--- src/rtl/rd_pipe_pkg.sv ---
// Shared types and default widths for the cache-read return pipeline register.
//   rd_state_e : occupancy state of the elastic stage (EMPTY/BUSY/FULL)
//   RD_DATA_W  : default cache result payload width
//   RD_ADDR_W  : default read address width
package rd_pipe_pkg;

    localparam int unsigned RD_DATA_W = 109;
    localparam int unsigned RD_ADDR_W = 32;

    typedef enum logic [1:0] {
        ST_EMPTY = 2'd0,
        ST_BUSY  = 2'd1,
        ST_FULL  = 2'd2
    } rd_state_e;

endpackage : rd_pipe_pkg

--- src/rtl/rd_pipe_entry.sv ---
// One payload slot {data, addr} of the read return pipeline.
// Ports:
//   CLK, RESET       : clock, asynchronous active-high reset (slot -> 0)
//   load, clear      : load d_* / clear to 0 (clear wins)
//   d_data, d_addr   : next payload
//   q_data, q_addr   : held payload
module rd_pipe_entry
    import rd_pipe_pkg::*;
#(
    parameter int unsigned DATA_W = RD_DATA_W,
    parameter int unsigned ADDR_W = RD_ADDR_W
) (
    input  logic              CLK,
    input  logic              RESET,
    input  logic              load,
    input  logic              clear,
    input  logic [DATA_W-1:0] d_data,
    input  logic [ADDR_W-1:0] d_addr,
    output logic [DATA_W-1:0] q_data,
    output logic [ADDR_W-1:0] q_addr
);

    // Payload register; clear keeps empty slots at 0 so nothing stale leaks out.
    always_ff @(posedge CLK or posedge RESET) begin
        if (RESET) begin
            q_data <= '0;
            q_addr <= '0;
        end else if (clear) begin
            q_data <= '0;
            q_addr <= '0;
        end else if (load) begin
            q_data <= d_data;
            q_addr <= d_addr;
        end
    end

endmodule : rd_pipe_entry

--- src/rtl/rd_pipe_skid_reg.sv ---
// Elastic pipeline register for the cache-read return path (cache result + address).
// Ports:
//   CLK, RESET           : clock, asynchronous active-high reset
//   flush                : synchronous discard of all held entries
//   in_valid/in_ready    : upstream handshake, in_data/in_addr payload
//   out_valid/out_ready  : downstream handshake, out_data/out_addr head payload (0 when empty)
//   occupancy            : held entries (0..2)
//   drop_cnt             : saturating count of valid entries discarded by flush
module rd_pipe_skid_reg
    import rd_pipe_pkg::*;
#(
    parameter int unsigned DATA_W  = RD_DATA_W,
    parameter int unsigned ADDR_W  = RD_ADDR_W,
    parameter bit          SKID_EN = 1'b1,
    parameter int unsigned CNT_W   = 8
) (
    input  logic              CLK,
    input  logic              RESET,
    input  logic              flush,
    input  logic              in_valid,
    output logic              in_ready,
    input  logic [DATA_W-1:0] in_data,
    input  logic [ADDR_W-1:0] in_addr,
    output logic              out_valid,
    input  logic              out_ready,
    output logic [DATA_W-1:0] out_data,
    output logic [ADDR_W-1:0] out_addr,
    output logic [1:0]        occupancy,
    output logic [CNT_W-1:0]  drop_cnt
);

    localparam int unsigned OCC_W = 2;
    localparam int unsigned SUM_W = CNT_W + 2;
    localparam logic [SUM_W-1:0] CNT_MAX = SUM_W'({CNT_W{1'b1}});

    rd_state_e state_q;
    rd_state_e state_d;

    logic in_fire;
    logic out_fire;

    logic main_load;
    logic main_clear;
    logic main_sel_skid;
    logic skid_load;
    logic skid_clear;

    logic [DATA_W-1:0] main_d_data;
    logic [ADDR_W-1:0] main_d_addr;
    logic [DATA_W-1:0] skid_data;
    logic [ADDR_W-1:0] skid_addr;

    logic [OCC_W-1:0] drop_add;
    logic [SUM_W-1:0] drop_sum;

    // Handshake decode; with the skid, in_ready depends on state only.
    assign out_valid = (state_q != ST_EMPTY);
    assign in_ready  = SKID_EN ? (state_q != ST_FULL) : (!out_valid || out_ready);
    assign in_fire   = in_valid && in_ready;
    assign out_fire  = out_valid && out_ready;

    // Occupancy follows the state register directly.
    always_comb begin
        occupancy = 2'd0;
        case (state_q)
            ST_BUSY: occupancy = 2'd1;
            ST_FULL: occupancy = 2'd2;
            default: occupancy = 2'd0;
        endcase
    end

    // Next-state and slot control; flush overrides all normal movement.
    always_comb begin
        state_d       = state_q;
        main_load     = 1'b0;
        main_clear    = 1'b0;
        main_sel_skid = 1'b0;
        skid_load     = 1'b0;
        skid_clear    = 1'b0;
        if (flush) begin
            state_d    = ST_EMPTY;
            main_clear = 1'b1;
            skid_clear = 1'b1;
        end else begin
            case (state_q)
                ST_EMPTY: begin
                    if (in_fire) begin
                        state_d   = ST_BUSY;
                        main_load = 1'b1;
                    end
                end
                ST_BUSY: begin
                    if (in_fire && out_fire) begin
                        main_load = 1'b1;
                    end else if (in_fire && SKID_EN) begin
                        state_d   = ST_FULL;
                        skid_load = 1'b1;
                    end else if (out_fire) begin
                        state_d    = ST_EMPTY;
                        main_clear = 1'b1;
                    end
                end
                ST_FULL: begin
                    if (out_fire) begin
                        state_d       = ST_BUSY;
                        main_load     = 1'b1;
                        main_sel_skid = 1'b1;
                        skid_clear    = 1'b1;
                    end
                end
                default: state_d = ST_EMPTY;
            endcase
        end
    end

    always_ff @(posedge CLK or posedge RESET) begin
        if (RESET) begin
            state_q <= ST_EMPTY;
        end else begin
            state_q <= state_d;
        end
    end

    // Entries leaving downstream in the flush cycle are delivered, not dropped.
    assign drop_add = occupancy - OCC_W'(out_fire);
    assign drop_sum = SUM_W'(drop_cnt) + SUM_W'(drop_add);

    always_ff @(posedge CLK or posedge RESET) begin
        if (RESET) begin
            drop_cnt <= '0;
        end else if (flush) begin
            drop_cnt <= (drop_sum > CNT_MAX) ? {CNT_W{1'b1}} : CNT_W'(drop_sum);
        end
    end

    // Main slot refills from the skid when draining FULL, otherwise from the input.
    assign main_d_data = main_sel_skid ? skid_data : in_data;
    assign main_d_addr = main_sel_skid ? skid_addr : in_addr;

    rd_pipe_entry #(
        .DATA_W (DATA_W),
        .ADDR_W (ADDR_W)
    ) u_main (
        .CLK    (CLK),
        .RESET  (RESET),
        .load   (main_load),
        .clear  (main_clear),
        .d_data (main_d_data),
        .d_addr (main_d_addr),
        .q_data (out_data),
        .q_addr (out_addr)
    );

    if (SKID_EN) begin : g_skid
        rd_pipe_entry #(
            .DATA_W (DATA_W),
            .ADDR_W (ADDR_W)
        ) u_skid (
            .CLK    (CLK),
            .RESET  (RESET),
            .load   (skid_load),
            .clear  (skid_clear),
            .d_data (in_data),
            .d_addr (in_addr),
            .q_data (skid_data),
            .q_addr (skid_addr)
        );
    end else begin : g_no_skid
        logic unused_skid_ctrl;
        assign unused_skid_ctrl = skid_load ^ skid_clear;
        assign skid_data = '0;
        assign skid_addr = '0;
    end

endmodule : rd_pipe_skid_reg

--- config.mk ---
export PLATFORM = sky130hd
export DESIGN_NAME = rd_pipe_skid_reg
export DESIGN_NICKNAME = d
export VERILOG_FILES = /design/src/rtl/rd_pipe_pkg.sv /design/src/rtl/rd_pipe_entry.sv /design/src/rtl/rd_pipe_skid_reg.sv
export SDC_FILE = /design/constraint.sdc
export NUM_CORES = 1
export LEC_CHECK = 0
export BUFFER_PORTS_ARGS = -buffer_cell sky130_fd_sc_hd__buf_2
export CAP_MARGIN = 5
export CELL_PAD_IN_SITES_DETAIL_PLACEMENT = 0
export CELL_PAD_IN_SITES_GLOBAL_PLACEMENT = 1
export CORE_MARGIN = 1.5
export CORE_UTILIZATION = 45
export DETAILED_ROUTE_END_ITERATION = 10
export HOLD_SLACK_MARGIN = 0.1
export PLACE_DENSITY = 0.82
export SYNTH_ARGS = -nofsm -noshare
export SYNTH_HDL_FRONTEND = slang
export SYNTH_SLANG_ARGS = --single-unit
--- constraint.sdc ---
create_clock -name CLK -period 18.9 [get_ports CLK]
set_input_delay 3.78 -clock CLK [delete_from_list [all_inputs] [get_ports CLK]]
set_output_delay 3.78 -clock CLK [all_outputs]
set_load 0.03 [all_outputs]
==> flow_summary.yaml, run 1 <==
min_path:
  hold_class: "reg -> reg"
  hold_depth: 1
  hold-path-endpoint: "g_skid.u_skid.q_addr[9]"
  hold_path_startpoint: "g_skid.u_skid.q_addr[9]"
global_routing:
  grt_pass1_wl_um: 52100
  grt_pass1_vias: 9545
  grt.overflow.total: 0
  grt_usage_pct: 22.3
  antenna_found_initial: 12
  grt_max_degree: 151
placed_design:
  io_buffer_count: 298
  gp_congestion: 0.778
  preCtsSetupSlack_ns: 12.05
  hpwl_um: 19200
  detailed_place.area_sq_um: 14300
worst_setup_path:
  end_kind: "flip-flop"
  rr_worst_depth: 5
  critPathMaxFanout: 75
  cp.required_ns: 19.28
  path_class: "in -> reg"
  max_stage_delay_ns: 0.74
  critPathLaunchType: "primary input"
  worst-path-buf-inv: 3
  r2r_slack_ns: 15.81
  crit_slowest_cell: "and4bb_4"
  path_cells: "buf_4 > and4bb_4 > buf_4 > buf_4 > mux2i_1 > o32ai_1"
  cpMostUsedCell: "buf_4"
  rr_endpoint: "u_main.q_data[38]"
  regToRegStartpoint: "state_q[1]"
  critPathArrivalTime_ns: 6.65
  crit_family: "buffers and inverters"
power_and_ir_drop:
  power_leakage_nw: 7.17
  powerDensity_nw_per_um2: 99.9
  irDropWorstVdd_v: 0.0000594
  total_power_mw: 1.53
sta:
  worst_pin_slew_ns: 1.03
  fin_ws_ns: 12.63
  rsz0062_at_grt: "no"
  period_needed_ns: 6.27
  tns_ns: 0
  finalHoldViolations: 0
  slew_headroom_pct: 31.4
  setup_violations: 0
  clock.fmax_mhz: 160
  skew_ns: 0.00680
  drv_slew: 0
  fin_crit_sh_pct: 33.2
clock_tree:
  clk_pin_slew_worst_paths_ns: 0.06
  insertion_delay_ns: 0.55
  cts_made_buffers: 31
  cts_setup_buffers: 0
  hold_buffers: 0
  clockBufferDepth: 3
  cts_tree: "yes"
  cts_sinks: 292
  cts_htree_levels: 1
  clockRootBuffer: "clkbuf_16"
  cts_resized: 0
logic_synthesis:
  synth_top_area_cell: "dfrtp_1"
  async_reset_ff_share_pct: 100
  yosysSeqAreaShare_pct: 57.7
  synth_top_area_share_pct: 57.7
  synth_seq_cells: 292
  synth_nets: 1173
  syn-instance-count: 1023
  synth_area_sq_um: 12700
  synth_edf_count: 0
  ys_warn_count: 0
  avgSynthCellArea_sq_um: 12.4
  yosys-top-cells-area: "dfrtp_1, mux2i_1, a22o_1, o32ai_1, inv_1"
  ys_types: 41
  synthFlopType: "dfrtp_1"
drt:
  routed_via_density: 5.59
  drc: 0
  first_pass_iters: 5
  num_vias: 9379
  finalWirelength_um: 33300
  antenna_left: 0
  drtIter0Drc: 675
  wire_per_inst_um: 19.8
final_layout:
  postLayoutCellArea_sq_um: 15300
  layout_commonest_cell: "buf_2"
  multi_input_area_sq_um: 4340
  fillers: 2474
  drive_above_1_share_pct: 28.5
  nNetsFinal: 1416
  final_cell_mix: "buf_2, dfrtp_1, inv_1"
  area_growth_pct: 21.1
  regArea_sq_um: 7310
floorplanning:
  die_h_um: 171
  fp.coreArea_sq_um: 27800
  start_util_pct: 45.6
  placementRows: 61
  io_pins: 299
  dieArea_sq_um: 29200
  fp.dieW_um: 171
outcome:
  outcome: "finished, final reports clean"
run:
  cap_violations: 0
-- logic make-up after synthesis --
group                      synth area share [%]
AOI/OAI and AO/OA                          20.5
and+or+nand+nor                            1.50
buffers and inverters                      8.37
adders and majority gates                 0.454
xor gates and xnor gates                 0.0691
DFF                                        57.7
muxes                                      11.5
-- state kept, by name (all words and copies together) (netlist names) --
register and count:
drop_cnt 8, g_skid.u_skid.q_addr 32, g_skid.u_skid.q_data 109, state_q 2, u_main.q_addr 32, u_main.q_data 109
-- worst register-to-register path, cell delays in order, from the launching register on --
cell and delay (ns):
dfrtp_1 0.59, and4bb_4 0.57, buf_4 0.63, buf_4 0.69, mux2i_1 0.35, o32ai_1 0.10
-- Yosys cell counts, types with 2 or more instances --
master / number
a31oi_1: 4
o21ai_0: 2
a22o_1: 141
dfrtp_1: 292
buf_2: 29
nand2_1: 3
o32ai_1: 141
o21a_1: 2
inv_1: 154
a21oi_1: 5
nor2_1: 3
mux2i_1: 144
nand3_1: 3
and2_1: 2
buf_4: 16
buf_6: 2
nand4_1: 2
nor2b_1: 3
ha_1: 3
clkbuf_1: 51
-- area by class of cell --
cell class                      count  area share (%)
Sequential cell                   292            47.6
Multi-Input combinational cell    478            28.3
Timing Repair Buffer              309            10.4
Clock buffer                       42            5.52
Inverter                          154            3.82
Tap cell                          378            3.08
Clock inverter                     14            1.13
Antenna cell                       11           0.179
-- metal layers --
metal / track usage, % / up-vias / share of wire (%) / routed length, um
met1: 30.5 / 4721 / 43 / 14300
li1: - / 4280 / - / -
met4: 10.3 / 2 / 3.7 / 1250
met5: 0 / - / 0.036 / 12
met3: 4.81 / 73 / 6.6 / 2210
met2: 34.1 / 303 / 47 / 15600
-- worst max path at each step --
| stage | startpoint | endpoint | slack (ns) | depth (start not counted) |
|---|---|---|---|---|
| floorplan | RESET | drop_cnt[0] | 7.06 | 1 |
| global placement | flush | u_main.q_data[26] | 12.10 | 6 |
| detailed placement | flush | u_main.q_data[5] | 12.05 | 6 |
| CTS | flush | u_main.q_data[5] | 12.62 | 6 |
| global route | flush | u_main.q_data[47] | 12.49 | 6 |
| finish | flush | u_main.q_data[38] | 12.63 | 6 |
-- where the power goes --
part	switching, mW	internal (mW)	total, mW	leakage [nW]
clock	0.247	0.367	0.614	0.509
sequential	0.0271	0.662	0.689	3.96
combinational	0.159	0.0720	0.231	2.70
total	0.433	1.10	1.53	7.17
-- metrics by stage --
step           util [%]  std cells  hold slack (ns)
2_1_floorplan         -       1023            0.473
3_3_place_gp       51.4       1611            0.487
3_5_place_dp       51.4       1611            0.491
4_1_cts            55.1       1667            0.508
5_1_grt            55.2       1678            0.514
6_report           55.2       1678            0.502
No activity file was read; power rests on OpenSTA's default activity.
==> run 2: changes to the inputs <==
Settings changed: CORE_UTILIZATION 45 to 39, PLACE_DENSITY 0.82 to 0.75.
Clock period 18.9 ns to 5.7 ns, I/O delays scaled along.
==> run 2 against run 1 <==
  * Final area up 1.3%
  * First-iteration DRC count shrank 1.2%
  * Utilization is 6.3 points lower
  * Register-to-register slack got worse by 13 ns
  * Combinational power increased to 3.4 times the previous value
  * Cell count grew 3.5%
  * Die area up 15%
  * Worst hold slack gained 0.0016 ns
  * Sequential power rose to 3.3 times the previous value
  * Routed wire length grew 3.2%
  * Via count fell by 0.26%
==> flow_summary.yaml, run 2 (synthesis results as in run 1) <==
outcome:
  outcome: "finished, final reports clean"
power_and_ir_drop:
  powerDensity_nw_per_um2: 337
  irDropWorstVdd_v: 0.000182
  power_leakage_nw: 7.22
sta:
  rsz0062_at_grt: "no"
  fin_crit_sh_pct: 55.5
  worst_pin_slew_ns: 1.15
  drv_slew: 0
  slew_headroom_pct: 23.6
  period_needed_ns: 3.16
  skew_ns: 0.0124
  finalHoldViolations: 0
  clock.fmax_mhz: 316
  setup_violations: 0
  hold_slack_ns: 0.504
  tns_ns: 0
placed_design:
  hpwl_um: 19900
  io_buffer_count: 298
  gp_congestion: 0.742
worst_setup_path:
  max_stage_delay_ns: 0.88
  critPathArrivalTime_ns: 3.54
  crit_slowest_cell: "buf_4"
  critPathLaunchType: "primary input"
  path_cells: "buf_4 > buf_4 > nand2_1 > nor3b_1 > mux2_2"
  critPathMaxFanout: 82
  cpMostUsedCell: "buf_4"
  cp.required_ns: 6.08
  path_class: "in -> reg"
  end_kind: "flip-flop"
drt:
  antenna_left: 0
  routed_via_density: 5.39
  num_vias: 9355
  finalWirelength_um: 34300
  drc: 0
  wire_per_inst_um: 19.8
  drtIter0Drc: 667
  first_pass_iters: 5
global_routing:
  grt_max_degree: 153
  grt.overflow.total: 0
  grt_pass1_wl_um: 54200
  grt_pass1_vias: 9390
  grt_usage_pct: 20.2
  antenna_found_initial: 10
clock_tree:
  cts_htree_levels: 2
  clockBufferDepth: 3
  cts_sinks: 292
  cts_setup_buffers: 0
  insertion_delay_ns: 0.50
  clockRootBuffer: "clkbuf_16"
  cts_tree: "yes"
  cts_made_buffers: 34
  clk_pin_slew_worst_paths_ns: 0.06
  cts_resized: 0
  hold_buffers: 0
floorplanning:
  die_h_um: 183
  fp.dieW_um: 183
  dieArea_sq_um: 33600
  start_util_pct: 39.8
  placementRows: 65
  fp.coreArea_sq_um: 31800
  io_pins: 299
run:
  cap_violations: 0
final_layout:
  final_cell_mix: "buf_2, dfrtp_1, inv_1"
  layout_commonest_cell: "buf_2"
  reg_top3: "g_skid.u_skid.q_data: 109 flops, u_main.q_data: 109 flops"
  drive_above_1_share_pct: 28.4
  area_growth_pct: 22.7
  nNetsFinal: 1420
min_path:
  hold_class: "reg -> reg"
run 2: changes by cell type in the layout (fill, tap and decap cells not counted), moves of 2 or more:
cell	before	now
clkbuf_16	31	37
clkinv_2	9	4
buf_12	1	5
clkbuf_1	8	12
diode_2	11	7
buf_4	11	8
bufinv_16	4	2
clkbuf_8	3	5
run 2: final timing paths:
check / from / end / slack (ns) / cells past startpoint
max: flush / drop_cnt[7] / 2.54 / 5
min: g_skid.u_skid.q_addr[9] / g_skid.u_skid.q_addr[9] / 0.50 / 1
max reg2reg: state_q[1] / drop_cnt[6] / 2.92 / 10
min reg2reg: g_skid.u_skid.q_addr[9] / g_skid.u_skid.q_addr[9] / 0.50 / 1
max in group asynchronous: RESET / u_main.q_data[16] / 4.12 / 3
min in group asynchronous: RESET / g_skid.u_skid.q_data[94] / 0.84 / 3
run 2: cell type report:
class | instances | area [sq um]
repair buffers | 310 | 1650
multi-input cells | 478 | 4330
inverters | 154 | 582
clock buffers | 54 | 1040
well taps | 435 | 544
diodes | 7 | 17.5
clock inverters | 6 | 80.1
fillers | 2946 | 16300
flip-flops and latches | 292 | 7310
run 2: per-stage QoR:
stage	setup slack (ns)	area [sq um]	instances	util [%]	total power, mW
floorplan	0.685	12700	1023	-	2.82
global placement	1.95	14400	1669	45.3	3.09
detailed placement	2.01	14400	1669	45.3	3.10
CTS	2.53	15500	1729	48.8	5.31
global route	2.36	15500	1735	48.9	5.47
finish	2.54	15500	1736	48.9	5.24
run 2: where the power goes:
part / leakage (nW) / total, mW / switching (mW) / internal, mW
sequential: 3.96 / 2.28 / 0.0892 / 2.19
clock: 0.550 / 2.19 / 0.846 / 1.34
combinational: 2.71 / 0.775 / 0.532 / 0.243
run 2: per-layer routing:
| metal | track usage (%) | share of wire [%] | vias to the layer above |
|---|---|---|---|
| met5 | 0 | 0.12 | - |
| met2 | 30.8 | 47 | 274 |
| met4 | 6.52 | 2.3 | 6 |
| met3 | 4.77 | 5.8 | 53 |
| met1 | 28.5 | 45 | 4734 |
| li1 | - | - | 4288 |
run 2: critical path, delay by kind of cell:
family	cells	cell delay, ns
mux	1	0.35
simple gates	2	0.48
buf+inv	2	1.51
==> run 3: changes to the inputs <==
Clock period 5.7 ns to 2.69 ns, I/O delays scaled along.
==> run 3 against run 2 <==
  * Sequential power is 110% higher
  * Sequential cell count stayed put
  * Sequential share of layout area is 1.3 points lower
  * Utilization is 1.4 points higher
  * Clock power is 120% higher
  * Clock-buffer cell count stayed put
  * Combinational power is 120% higher
  * Register-to-register slack worse by 2.7 ns
  * Critical path depth is 5 higher
  * Largest power group is now the clock network
==> flow_summary.yaml, run 3 (synthesis results as in run 1) <==
run:
  cap_violations: 0
final_layout:
  area_growth_pct: 26.2
  reg_top3: "g_skid.u_skid.q_data: 109 flops, u_main.q_data: 109 flops"
  postLayoutCellArea_sq_um: 16000
  fillers: 2890
  drive_above_1_share_pct: 30.1
  regArea_sq_um: 7310
  layout_commonest_cell: "buf_2"
  final_cell_mix: "buf_2, dfrtp_1, inv_1"
  multi_input_area_sq_um: 4330
  nNetsFinal: 1444
worst_setup_path:
  critPathArrivalTime_ns: 2.88
  critPathLaunchType: "flip-flop"
  critical_path.endpoint: "drop_cnt[6]"
  rr_worst_depth: 10
  critPathMaxFanout: 6
  path_class: "reg -> reg"
  setup.worst_path.start: "state_q[1]"
  regToRegStartpoint: "state_q[1]"
  rr_endpoint: "drop_cnt[6]"
  cp.required_ns: 3.10
  r2r_slack_ns: 0.22
  end_kind: "flip-flop"
global_routing:
  grt_max_degree: 81
  antenna_found_initial: 8
  grt_pass1_vias: 9966
  grt_usage_pct: 20.9
  grt_pass1_wl_um: 56100
  grt.overflow.total: 0
power_and_ir_drop:
  p_int_mw: 8.24
  power_leakage_nw: 7.43
  switching_share_pct: 27.8
  seqPwrFrac_pct: 42.4
  power_frac_comb_pct: 15.1
  irDropWorstVdd_v: 0.000436
  clkPwrFrac_pct: 42.5
  power_switching_mw: 3.17
  powerDensity_nw_per_um2: 714
sta:
  fin_crit_sh_pct: 91.8
  drv_slew: 0
  finalHoldViolations: 0
  skew_ns: 0.0118
  period_needed_ns: 2.47
  tns_ns: 0
  slew_headroom_pct: 50.1
  setup_violations: 0
  worst_pin_slew_ns: 0.748
  rsz0062_at_grt: "no"
  clock.fmax_mhz: 405
clock_tree:
  cts_made_buffers: 34
  cts_setup_buffers: 0
  clockBufferDepth: 3
  cts_resized: 0
  hold_buffers: 0
  cts_tree: "yes"
  clockRootBuffer: "clkbuf_16"
  insertion_delay_ns: 0.51
  cts_htree_levels: 2
  cts_sinks: 292
  clk_pin_slew_worst_paths_ns: 0.06
floorplanning:
  placementRows: 65
  fp.coreArea_sq_um: 31800
  fp.dieW_um: 183
  die_h_um: 183
  io_pins: 299
  start_util_pct: 39.8
  dieArea_sq_um: 33600
drt:
  drc: 0
  antenna_left: 0
  finalWirelength_um: 35200
  routed_via_density: 5.38
  wire_per_inst_um: 20.0
  num_vias: 9478
  drtIter0Drc: 523
  first_pass_iters: 4
placed_design:
  gp_congestion: 0.755
  io_buffer_count: 298
  detailed_place.area_sq_um: 14800
  hpwl_um: 21400
min_path:
  hold_class: "in -> async"
outcome:
  outcome: "finished, final reports clean"
## run 3: cell types whose count changed in the layout (fill, tap and decap cells not counted), sizes merged
cell	before	now
diode	7	9
inv	153	154
bufinv	2	3
clkinv	4	1
buf	310	334
## run 3: worst min-delay path by stage
stage	startpoint	to	slack, ns	depth (start not counted)
after global routing	RESET	u_main.q_data[89]	0.15	2
after detailed placement	g_skid.u_skid.q_data[27]	g_skid.u_skid.q_data[27]	0.49	1
after global placement	g_skid.u_skid.q_data[74]	g_skid.u_skid.q_data[74]	0.49	1
final	RESET	u_main.q_data[89]	0.13	2
after CTS	RESET	u_main.q_data[89]	0.13	2
after floorplan	g_skid.u_skid.q_addr[30]	g_skid.u_skid.q_addr[30]	0.47	1
## run 3: critical path: stages (launching register included)
cell and delay [ns]:
dfrtp_1 0.38, or2_4 0.25, and2_1 0.16, ha_1 0.28, inv_1 0.06, ha_1 0.15, inv_1 0.05, fa_1 0.40
and4b_1 0.39, a31oi_1 0.11, a41oi_1 0.16
## run 3: metrics by stage
| step | worst slack (ns) | total power, mW | util [%] | instances | hold WS [ns] |
|---|---|---|---|---|---|
| detailed placement | 0.189 | 6.64 | 46.5 | 1693 | 0.491 |
| CTS | 0.198 | 11.5 | 50.2 | 1752 | 0.134 |
| global route | 0.0586 | 11.9 | 50.3 | 1760 | 0.148 |
| global placement | 0.227 | 6.62 | 46.5 | 1693 | 0.487 |
| floorplan | -1.72 | 5.98 | - | 1023 | 0.473 |
| finish | 0.219 | 11.4 | 50.3 | 1761 | 0.130 |
## run 3: per-layer routing
| layer | vias up | global-route usage [%] | wire length (um) |
|---|---|---|---|
| met2 | 256 | 33.7 | 16700 |
| met3 | 44 | 5.20 | 2080 |
| met1 | 4843 | 27.7 | 15700 |
| met5 | - | 0 | 0 |
| met4 | 0 | 6.39 | 679 |
| li1 | 4335 | - | - |
## run 3: power groups by stage
stage	registers [mW]	logic (mW)	clock network (mW)
after floorplan	5.29	0.691	0
after global placement	4.90	1.72	0
after detailed placement	4.91	1.73	0
after CTS	4.84	1.74	4.95
after global routing	4.88	1.87	5.13
final	4.84	1.72	4.85
## run 3: layout make-up
type	count	area share [%]
Antenna cell	9	0.141
Clock buffer	54	6.75
Clock inverter	5	0.650
Inverter	154	3.64
Multi-Input combinational cell	478	27.1
Sequential cell	292	45.7
Tap cell	435	3.40
Timing Repair Buffer	334	12.6
